$ cat src/rtl/rca_wb_serializer_if.sv
// Bundle-in / register-write-out bus of the RCA result serializer.
// The master side produces bundles and grants the write port; the slave side is the serializer.
interface rca_wb_serializer_if #(
    parameter int NUM_WRITE_PORTS = 5,
    parameter int XLEN            = 32,
    parameter int ID_W            = 3
);
    logic                                  in_done;
    logic [ID_W-1:0]                       in_id;
    logic [NUM_WRITE_PORTS-1:0][XLEN-1:0]  in_rd;
    logic [NUM_WRITE_PORTS-1:0][4:0]       in_rd_addr;
    logic [NUM_WRITE_PORTS-1:0]            in_wr_mask;
    logic                                  in_ready;
    logic                                  rf_we;
    logic [4:0]                            rf_waddr;
    logic [XLEN-1:0]                       rf_wdata;
    logic                                  rf_ready;
    logic                                  cmpl_valid;
    logic [ID_W-1:0]                       cmpl_id;
    logic                                  overflow;

    modport master (
        output in_done, in_id, in_rd, in_rd_addr, in_wr_mask, rf_ready,
        input  in_ready, rf_we, rf_waddr, rf_wdata, cmpl_valid, cmpl_id, overflow
    );

    modport slave (
        input  in_done, in_id, in_rd, in_rd_addr, in_wr_mask, rf_ready,
        output in_ready, rf_we, rf_waddr, rf_wdata, cmpl_valid, cmpl_id, overflow
    );
endinterface

$ cat src/rtl/rca_wb_serializer.sv
// Buffers multi-destination result bundles and drains them one register write per cycle,
// then signals completion with the bundle id.
module rca_wb_serializer #(
    parameter int NUM_WRITE_PORTS = 5,
    parameter int XLEN            = 32,
    parameter int ID_W            = 3,
    parameter int DEPTH           = 2
) (
    input logic               clk,
    input logic               rst,
    rca_wb_serializer_if.slave bus
);
    localparam int PTR_W = $clog2(DEPTH);
    localparam int CNT_W = PTR_W + 1;
    localparam int SEL_W = (NUM_WRITE_PORTS > 1) ? $clog2(NUM_WRITE_PORTS) : 1;

    typedef enum logic [1:0] {IDLE, WRITE, CMPL} state_t;

    state_t                     state_q, state_d;
    logic [PTR_W-1:0]           rd_ptr_q, rd_ptr_d;
    logic [PTR_W-1:0]           wr_ptr_q, wr_ptr_d;
    logic [CNT_W-1:0]           count_q, count_d;
    logic [NUM_WRITE_PORTS-1:0] pending_q, pending_d;
    logic                       overflow_q, overflow_d;

    logic [ID_W-1:0]                      mem_id_q   [DEPTH];
    logic [NUM_WRITE_PORTS-1:0][XLEN-1:0] mem_rd_q   [DEPTH];
    logic [NUM_WRITE_PORTS-1:0][4:0]      mem_addr_q [DEPTH];
    logic [NUM_WRITE_PORTS-1:0]           mem_mask_q [DEPTH];

    logic                                 in_ready;
    logic                                 push;
    logic                                 pop;
    logic [ID_W-1:0]                      head_id;
    logic [NUM_WRITE_PORTS-1:0][XLEN-1:0] head_rd;
    logic [NUM_WRITE_PORTS-1:0][4:0]      head_addr;
    logic [NUM_WRITE_PORTS-1:0]           head_eff;
    logic [NUM_WRITE_PORTS-1:0]           low_bit;
    logic [NUM_WRITE_PORTS-1:0]           pending_next;
    logic [SEL_W-1:0]                     sel_idx;

    logic                                 rf_we;
    logic [4:0]                           rf_waddr;
    logic [XLEN-1:0]                      rf_wdata;
    logic                                 cmpl_valid;
    logic [ID_W-1:0]                      cmpl_id;

    assign in_ready = (count_q < CNT_W'(DEPTH));
    assign push     = bus.in_done && in_ready;
    assign pop      = (state_q == CMPL);

    assign head_id   = mem_id_q[rd_ptr_q];
    assign head_rd   = mem_rd_q[rd_ptr_q];
    assign head_addr = mem_addr_q[rd_ptr_q];

    // Writes to x0 are discarded up front so they never cost a cycle.
    always_comb begin
        head_eff = '0;
        for (int i = 0; i < NUM_WRITE_PORTS; i++) begin
            head_eff[i] = mem_mask_q[rd_ptr_q][i] && (head_addr[i] != 5'd0);
        end
    end

    always_comb begin
        sel_idx = '0;
        for (int i = NUM_WRITE_PORTS - 1; i >= 0; i--) begin
            if (pending_q[i]) begin
                sel_idx = SEL_W'(i);
            end
        end
    end

    assign low_bit      = pending_q & (~pending_q + NUM_WRITE_PORTS'(1));
    assign pending_next = pending_q & ~low_bit;

    always_comb begin
        rd_ptr_d   = rd_ptr_q;
        wr_ptr_d   = wr_ptr_q;
        count_d    = count_q;
        overflow_d = overflow_q;
        if (push) begin
            wr_ptr_d = wr_ptr_q + PTR_W'(1);
        end
        if (bus.in_done && !in_ready) begin
            overflow_d = 1'b1;
        end
        if (pop) begin
            rd_ptr_d = rd_ptr_q + PTR_W'(1);
        end
        case ({push, pop})
            2'b10:   count_d = count_q + CNT_W'(1);
            2'b01:   count_d = count_q - CNT_W'(1);
            default: count_d = count_q;
        endcase
    end

    always_comb begin
        state_d   = state_q;
        pending_d = pending_q;
        case (state_q)
            IDLE: begin
                if (count_q != '0) begin
                    pending_d = head_eff;
                    state_d   = WRITE;
                end
            end
            WRITE: begin
                if (pending_q == '0) begin
                    state_d = CMPL;
                end else if (bus.rf_ready) begin
                    pending_d = pending_next;
                    if (pending_next == '0) begin
                        state_d = CMPL;
                    end
                end
            end
            CMPL: begin
                state_d = IDLE;
            end
            default: begin
                state_d = IDLE;
            end
        endcase
    end

    always_comb begin
        rf_we      = 1'b0;
        rf_waddr   = '0;
        rf_wdata   = '0;
        cmpl_valid = 1'b0;
        cmpl_id    = '0;
        if (state_q == WRITE && pending_q != '0) begin
            rf_we    = 1'b1;
            rf_waddr = head_addr[sel_idx];
            rf_wdata = head_rd[sel_idx];
        end
        if (state_q == CMPL) begin
            cmpl_valid = 1'b1;
            cmpl_id    = head_id;
        end
    end

    always_ff @(posedge clk) begin
        if (rst) begin
            state_q    <= IDLE;
            rd_ptr_q   <= '0;
            wr_ptr_q   <= '0;
            count_q    <= '0;
            pending_q  <= '0;
            overflow_q <= 1'b0;
        end else begin
            state_q    <= state_d;
            rd_ptr_q   <= rd_ptr_d;
            wr_ptr_q   <= wr_ptr_d;
            count_q    <= count_d;
            pending_q  <= pending_d;
            overflow_q <= overflow_d;
        end
    end

    // Payload storage needs no reset; only entries covered by count are ever read.
    always_ff @(posedge clk) begin
        if (push && !rst) begin
            mem_id_q[wr_ptr_q]   <= bus.in_id;
            mem_rd_q[wr_ptr_q]   <= bus.in_rd;
            mem_addr_q[wr_ptr_q] <= bus.in_rd_addr;
            mem_mask_q[wr_ptr_q] <= bus.in_wr_mask;
        end
    end

    assign bus.in_ready   = in_ready;
    assign bus.rf_we      = rf_we;
    assign bus.rf_waddr   = rf_waddr;
    assign bus.rf_wdata   = rf_wdata;
    assign bus.cmpl_valid = cmpl_valid;
    assign bus.cmpl_id    = cmpl_id;
    assign bus.overflow   = overflow_q;
endmodule
$ cat src/flat_wrapper.sv
// flat-port wrapper written by rule: the top's interface ports become plain ports
module rca_wb_serializer_flat 
#(
    parameter int NUM_WRITE_PORTS = 5,
    parameter int XLEN            = 32,
    parameter int ID_W            = 3,
    parameter int DEPTH           = 2
)
  (clk, rst, bus_in_done, bus_in_id, bus_in_rd, bus_in_rd_addr, bus_in_wr_mask, bus_rf_ready, bus_in_ready, bus_rf_we, bus_rf_waddr, bus_rf_wdata, bus_cmpl_valid, bus_cmpl_id, bus_overflow);
  rca_wb_serializer_if #(.NUM_WRITE_PORTS(NUM_WRITE_PORTS), .XLEN(XLEN), .ID_W(ID_W)) bus_i ();
  input logic clk;
  input logic rst;
  input wire logic [$bits(bus_i.in_done)-1:0] bus_in_done;
  input wire logic [$bits(bus_i.in_id)-1:0] bus_in_id;
  input wire logic [$bits(bus_i.in_rd)-1:0] bus_in_rd;
  input wire logic [$bits(bus_i.in_rd_addr)-1:0] bus_in_rd_addr;
  input wire logic [$bits(bus_i.in_wr_mask)-1:0] bus_in_wr_mask;
  input wire logic [$bits(bus_i.rf_ready)-1:0] bus_rf_ready;
  output wire logic [$bits(bus_i.in_ready)-1:0] bus_in_ready;
  output wire logic [$bits(bus_i.rf_we)-1:0] bus_rf_we;
  output wire logic [$bits(bus_i.rf_waddr)-1:0] bus_rf_waddr;
  output wire logic [$bits(bus_i.rf_wdata)-1:0] bus_rf_wdata;
  output wire logic [$bits(bus_i.cmpl_valid)-1:0] bus_cmpl_valid;
  output wire logic [$bits(bus_i.cmpl_id)-1:0] bus_cmpl_id;
  output wire logic [$bits(bus_i.overflow)-1:0] bus_overflow;
  assign bus_i.in_done = bus_in_done;
  assign bus_i.in_id = bus_in_id;
  assign bus_i.in_rd = bus_in_rd;
  assign bus_i.in_rd_addr = bus_in_rd_addr;
  assign bus_i.in_wr_mask = bus_in_wr_mask;
  assign bus_i.rf_ready = bus_rf_ready;
  assign bus_in_ready = bus_i.in_ready;
  assign bus_rf_we = bus_i.rf_we;
  assign bus_rf_waddr = bus_i.rf_waddr;
  assign bus_rf_wdata = bus_i.rf_wdata;
  assign bus_cmpl_valid = bus_i.cmpl_valid;
  assign bus_cmpl_id = bus_i.cmpl_id;
  assign bus_overflow = bus_i.overflow;
  rca_wb_serializer #(.NUM_WRITE_PORTS(NUM_WRITE_PORTS), .XLEN(XLEN), .ID_W(ID_W), .DEPTH(DEPTH)) u_core (.clk(clk), .rst(rst), .bus(bus_i));
endmodule
$ cat config.mk
export PLATFORM = sky130hd
export DESIGN_NAME = rca_wb_serializer_flat
export DESIGN_NICKNAME = d
export VERILOG_FILES = /design/src/rtl/rca_wb_serializer_if.sv /design/src/rtl/rca_wb_serializer.sv /design/src/flat_wrapper.sv
export SDC_FILE = /design/constraint.sdc
export NUM_CORES = 1
export LEC_CHECK = 0
export CAP_MARGIN = 25
export CORE_MARGIN = 10
export CORE_UTILIZATION = 49
export CTS_CLUSTER_SIZE = 20
export DETAILED_ROUTE_END_ITERATION = 8
export PLACE_DENSITY_LB_ADDON = 0.25
export SYNTH_ARGS = -nofsm -noshare
export SYNTH_HDL_FRONTEND = slang
export SYNTH_SLANG_ARGS = --single-unit
export TNS_END_PERCENT = 100
$ cat constraint.sdc
create_clock -name clk -period 18.4 [get_ports clk]
set_input_delay 3.68 -clock clk [delete_from_list [all_inputs] [get_ports clk]]
set_output_delay 3.68 -clock clk [all_outputs]
set_load 0.01 [all_outputs]
# Word level (Yosys, flattened, before mapping)
# Memories as Yosys holds them, arrays and structs flattened. A register that Yosys moved wholly into a read port is not among the register bits.
# Index checks and enable logic that the tools add are counted.
# word_totals
reg_bits	12
ramBits	386
input_bits	197
out_inout_bits	44
elab_cells	89
memories	4
# classes
add_sub_neg	5
magnitude_cmp	2
n_eq_ne	9
n_mux	34
bitwise	4
n_reduce_logical	25
# mem_list
memory	depth	width	rd	rd_clocked_by_memory_dff	wr	line	source
u_core.mem_rd_q	2	160	1	1	1	rca_wb_serializer.sv:27	logic [NUM_WRITE_PORTS-1:0][XLEN-1:0] mem_rd_q [DEPTH];
u_core.mem_addr_q	2	25	1	1	1	rca_wb_serializer.sv:28	logic [NUM_WRITE_PORTS-1:0][4:0] mem_addr_q [DEPTH];
u_core.mem_mask_q	2	5	1	1	1	rca_wb_serializer.sv:29	logic [NUM_WRITE_PORTS-1:0] mem_mask_q [DEPTH];
u_core.mem_id_q	2	3	1	1	1	rca_wb_serializer.sv:26	logic [ID_W-1:0] mem_id_q [DEPTH];
# op_table
cell	n
binary-select mux 32 bit (select 3 bit)	1
2-to-1 mux 32 bit	2
nonzero test 5 bit	6
2-to-1 mux 5 bit	5
2-to-1 mux 3 bit	6
binary-select mux 5 bit (select 3 bit)	1
2-to-1 mux 1 bit	12
bitwise AND 5 bit	2
zero test 5 bit	2
inverter 5 bit	2
case mux 5 bit (2 select lines)	1
logical AND 1 bit	9
2-to-1 mux 2 bit	4
case mux 2 bit (2 select lines)	2
nonzero test 2 bit	3
adder 5 x 1 -> 5 bit (second input constant)	1
equality test 2 x 1 -> 1 bit (second input constant)	2
equality test 2 bit (second input constant)	2
less-than comparator 3 x 4 -> 1 bit (second input constant)	1
inequality test 2 bit (second input constant)	2
AND reduction 4 bit	1
inequality test 3 x 1 -> 1 bit (second input constant)	1
inequality test 3 x 2 -> 1 bit (second input constant)	1
AND reduction 3 bit	1
other kinds (7)	9

# Logic depth before layout (Yosys ltp)
# depth
depth_word	10
ltp_mapped	9
ltp_nobuf	6

# Worst setup path after synthesis
# No wires, ideal clock.
# synth_path
kind	input-to-reg
start	in rst
end	mem u_core.mem_addr_q[1][0] (netlist bit), enable pin
setup_time_ps	1022
arrival_ps	18064
required_ps	17378
slack_ps	-686
stages	3
n_path_buf	2
cell_sequence	clkbuf_1 > clkbuf_1 > nor3b_1
# synth_via
elab_chain_len	4
# synth_rtl
item	line	source
from (decl)	flat_wrapper.sv:12	input logic rst;
zero test 1 bit	rca_wb_serializer.sv:163	if (push && !rst) begin
logical AND 1 bit	rca_wb_serializer.sv:163	
2-to-1 mux 1 bit	rca_wb_serializer.sv:163	
2-to-1 mux 1 bit (not written as such)	rca_wb_serializer.sv:166	mem_addr_q[wr_ptr_q] <= bus.in_rd_addr;
to (decl)	rca_wb_serializer.sv:28	
# Every way passes these cells.

# Worst setup path in the final report
# layout_path
start	reg u_core.pending_q[1]
end	out bus_rf_wdata[8]
# layout_via
elab_chain_len	5
elab_cells_between_ends	7
classes_between	mux (5); reduce/logical (2)
# layout_rtl
item	line	source
from (decl)	rca_wb_serializer.sv:23	logic [NUM_WRITE_PORTS-1:0] pending_q, pending_d;
from (signal assigned)	rca_wb_serializer.sv:156	pending_q <= pending_d;
2-to-1 mux 3 bit (2 in a row)	rca_wb_serializer.sv:67	if (pending_q[i]) begin
binary-select mux 32 bit (select 3 bit)	rca_wb_serializer.sv:135	rf_wdata = head_rd[sel_idx];
2-to-1 mux 32 bit (not written as such)	rca_wb_serializer.sv:135	
2-to-1 mux 32 bit (*)	rca_wb_serializer.sv:132	if (state_q == WRITE && pending_q != '0) begin
to (decl)	flat_wrapper.sv:22	output wire logic [$bits(bus_i.rf_wdata)-1:0] bus_rf_wdata;
# Every way passes the cells marked *; elsewhere a longest branch is shown, timed or not. The select of a mux whose other input is x is not followed.

==> results by stage <==
Outcome:
- The run finished with clean final reports.

Logic synthesis:
- Summing the areas of all compound-gate instances in the mapped netlist gives 6.61% of the synthesized area.
- The number of nets handed over by synthesis was 1052.
- The adder-cell share of the synthesized area is 0.142%.
- The biggest area contributor in the post-synthesis netlist is edfxtp_1.
- The average instance in the mapped netlist occupies 18.5 um2.
- The number of instances in the synthesized netlist is 854.
- The top cell type's share of synthesized area is 73.3%.
- The synthesized netlist contains 47 unique library cells.
- Ranked by total cell area, the synthesized netlist is headed by edfxtp_1 73%, mux4_2 6.5%, mux2i_1 3.9%, mux2_2 2.3%, dfxtp_1 1.6%.
- After synthesis, the largest family of logic cells by area is multiplexers.
- The most common cell in the synthesized netlist is edfxtp_1.
- The main flop type after synthesis is edfxtp_1.
- The area share of xor/xnor cells in the synthesized design is 0.221%.
- During synthesis, Yosys emitted a total of 0 warnings.
- The commonest cells after synthesis are 386 x edfxtp_1, 62 x mux2i_1, 47 x nand2_1.
- Of the synthesized area, sequential elements account for 74.9%.
- The synthesized netlist devotes 3.16% of its cell area to simple gates.
- Of the post-synthesis cell area, the part taken by muxes is 12.8%.
- Summing every instance area after synthesis gives 0.0158 mm2.
- Yosys mapped a number of flops with a built-in enable equal to 386.
- The share of synthesized registers carrying an async set or reset is 0%.
- In this run, synthesis produced a sequential element count of 399.

Clocking:
- The post-CTS setup repair buffer count is 0.
- The H-tree level count is 2.
- The number of buffers inserted for hold repair after clock tree synthesis is 0.
- The root buffer cell chosen for the clock tree is clkbuf_16.
- The maximum clock insertion buffer count is 3.
- The tree built by TritonCTS fans out to 399 sinks.
- The latest clock arrival within the worst-skew pair is 0.52 ns.
- Once the clock tree was built, the resizer swapped 0 gates to a different size.
- The clock tree from TritonCTS is built.
- The register clock-pin slew on the reported worst setup and hold paths is 0.06 ns.
- The number of clock buffers added by TritonCTS is 41.

Power and ir drop:
- The share of total power dissipated in combinational logic is 34.8%.
- Of the total power, the share spent switching nets is 32.4%.
- Internal power comes to 1970 uW.
- The analysis attributes to net switching a power of 945 uW.
- The worst-case IR drop observed on VDD is 0.144 mV.
- The power share of the sequential group is 39.6%.
- The leakage power summed over all cells is 0.00623 uW.
- The proportion of power drawn by the clock network is 25.6%.
- Total power for the finished layout comes to 2920 uW.
- Dividing total power by cell area gives a power density of 147 mW/mm2.

Timing:
- The post-route clock skew is 0.0100 ns.
- Setup repair after global routing left no endpoint under its margin.
- The maximum operating frequency is 123 MHz.
- In this run the tightest slew margin relative to its limit is 31.3%.
- The number of failing hold endpoints at the final stage is 0.
- At the pin with the least slew margin, the transition time is 1.03 ns.
- Adding up every negative setup slack in the final design gives 0 ns.
- Setup violations remaining at the end of the flow were counted as 0.
- The final critical path takes up 44.2% of the cycle.
- The clock period minus worst slack is 8.13 ns.
- The total count of max-transition violations in the final report is 0.

Drt:
- In the final routed layout, each cell accounts on average for 24.6 um.
- The post-route antenna net violation count is 0.
- In the routed layout, each cell is associated on average with a via count of 5.79.
- The number of iterations in the first detailed-routing pass is 5.
- The violation count after the first detailed-route iteration is 682.
- For this run, design rule violations remaining after detail routing come to 0.
- The total number of vias is 8924.
- Wires add up to 37800 um.

Setup path:
- The maximum net fanout on the critical path is 58.
- The worst path arrival time is 4.45 ns.
- The critical path in this run is classified as flip-flop to output port.
- STA classifies the critical path endpoint as an output port.
- The worst setup path is launched from a flip-flop.
- The critical path data required time is 14.72 ns.

Place:
- The routability congestion estimate is 0.850.
- The count of buffers added on input and output ports is 240.
- The HPWL after detailed placement is 24400 um.

Floorplanning:
- The initial core utilization is 49.9%.
- The horizontal extent of the die is 200 um.
- The die covers 0.0399 mm2.
- During I/O placement, the number of pins put on the boundary was 241.
- The core box area is 0.0317 mm2.
- The y dimension of the die is 200 um.
- Row generation in the floorplan step produced 65 rows.

Hold path:
- The type of the worst min-delay path is flip-flop to flip-flop.

Final layout:
- Cells with a size suffix above 1 make up 14.4% of the layout.
- In the final design database the tool counted 1303 nets.
- The post-synthesis to final-layout area growth is 25.5%.

GRT:
- The number of global-route vias before repair is 9544.
- The total global-route track usage is 19.0%.
- Entering global routing, the biggest net connects 77 pins.
- Summed over all layers, the global routing overflow is 0.
- The first global-routing pass estimated 57100 um of wire.
- The number of antenna violations at the first check in global routing is 9.

Run:
- Max-cap violations in this run came to 0.
==> cell type report <==
type                       instances  area (um2)
fill                            2246       11900
timing repair buffer             257        2590
inverter                           9        33.8
antenna                            4        10.0
tap                              402         503
multi-input combinational        397        3650
clock inverter                    12        57.6
clock buffer                      60        1140
sequential                       399       11900
==> state kept, by name (all words and copies together), names as in the netlist, named ones only <==
name	flops
u_core.bus.overflow	1
u_core.count_q	2
u_core.mem_addr_q	50
u_core.mem_id_q	6
u_core.mem_mask_q	10
u_core.mem_rd_q	320
u_core.pending_q	5
u_core.rd_ptr_q	1
u_core.state_q	2
u_core.wr_ptr_q	1
==> through the flow <==
step	instance area, um2	utilization, %	hold WS (ns)	worst slack, ns	cells
detailed placement	18600	58.6	0.458	10.86	1462
global route	19800	62.5	0.491	10.06	1538
finish	19800	62.6	0.466	10.27	1540
floorplan	15800	-	0.472	0.223	854
global placement	18600	58.5	0.451	10.85	1461
CTS	19800	62.4	0.471	10.28	1534
==> power by group through the flow <==
stage	Combinational, uW	Sequential [uW]	Clock, uW
floorplan	754	1180	0
global placement	1010	1170	0
detailed placement	1020	1170	0
CTS	1020	1160	763
global route	1100	1170	799
finish	1020	1160	747
==> cells in the final DEF, fill, tap and decap left out, drive strengths merged, types with 8 or more instances in the layout <==
| cell | Yosys | final |
|---|---|---|
| edfxtp | 386 | 386 |
| clkdlybuf4s50 | 0 | 240 |
| mux2i | 62 | 62 |
| clkbuf | 18 | 60 |
| nand2 | 47 | 47 |
| mux4 | 46 | 46 |
| a21oi | 40 | 40 |
| mux2 | 33 | 33 |
| nor2 | 30 | 30 |
| a311oi | 27 | 27 |
| o22a | 26 | 26 |
| o21ai | 17 | 17 |
| buf | 31 | 17 |
| dfxtp | 13 | 13 |
| inv | 9 | 10 |
| clkinv | 0 | 10 |
| or4 | 8 | 8 |
==> final timing paths <==
path,startpoint,depth (start not counted),slack [ns],to
worst max-delay path,u_core.pending_q[1]$_SDFFE_PP0P_,7,10.27,bus_rf_wdata[8]
worst max register to register,u_core.count_q[1]$_SDFFE_PP0P_,6,15.72,u_core.mem_rd_q[0][145]$_DFFE_PP_
worst min-delay path,u_core.bus.overflow$_SDFFE_PP0P_,2,0.47,u_core.bus.overflow$_SDFFE_PP0P_
worst min register to register,u_core.bus.overflow$_SDFFE_PP0P_,2,0.47,u_core.bus.overflow$_SDFFE_PP0P_
==> logic make-up (layout without fill, tap and decap cells) <==
kind of cell / after synthesis / count (layout)
flops: 399 / 399
compound gates: 142 / 142
mux: 141 / 141
simple gates: 108 / 108
buf+inv: 58 / 338
xor+xnor: 4 / 4
fa+ha+maj: 2 / 2
other cells: 0 / 4
==> worst max-delay path, cell delays in order (launching register included) <==
cell             delay [ns]
dfxtp_1                0.39
or2_1                  0.37
nor2_8                 0.67
buf_4                  0.83
mux4_2                 0.35
nand2_1                0.06
a311oi_1               0.49
clkdlybuf4s50_1        0.64
==> layer usage <==
metal	global-route usage [%]	share of wire, %	wire length, um	vias up
met5	0	0.17	63	-
met4	6.11	2.2	832	10
met3	5.23	7.5	2820	74
met2	30.6	49	18500	329
met1	24.5	41	15600	4524
li1	-	-	-	3987
(Power assumes the default switching activity.)
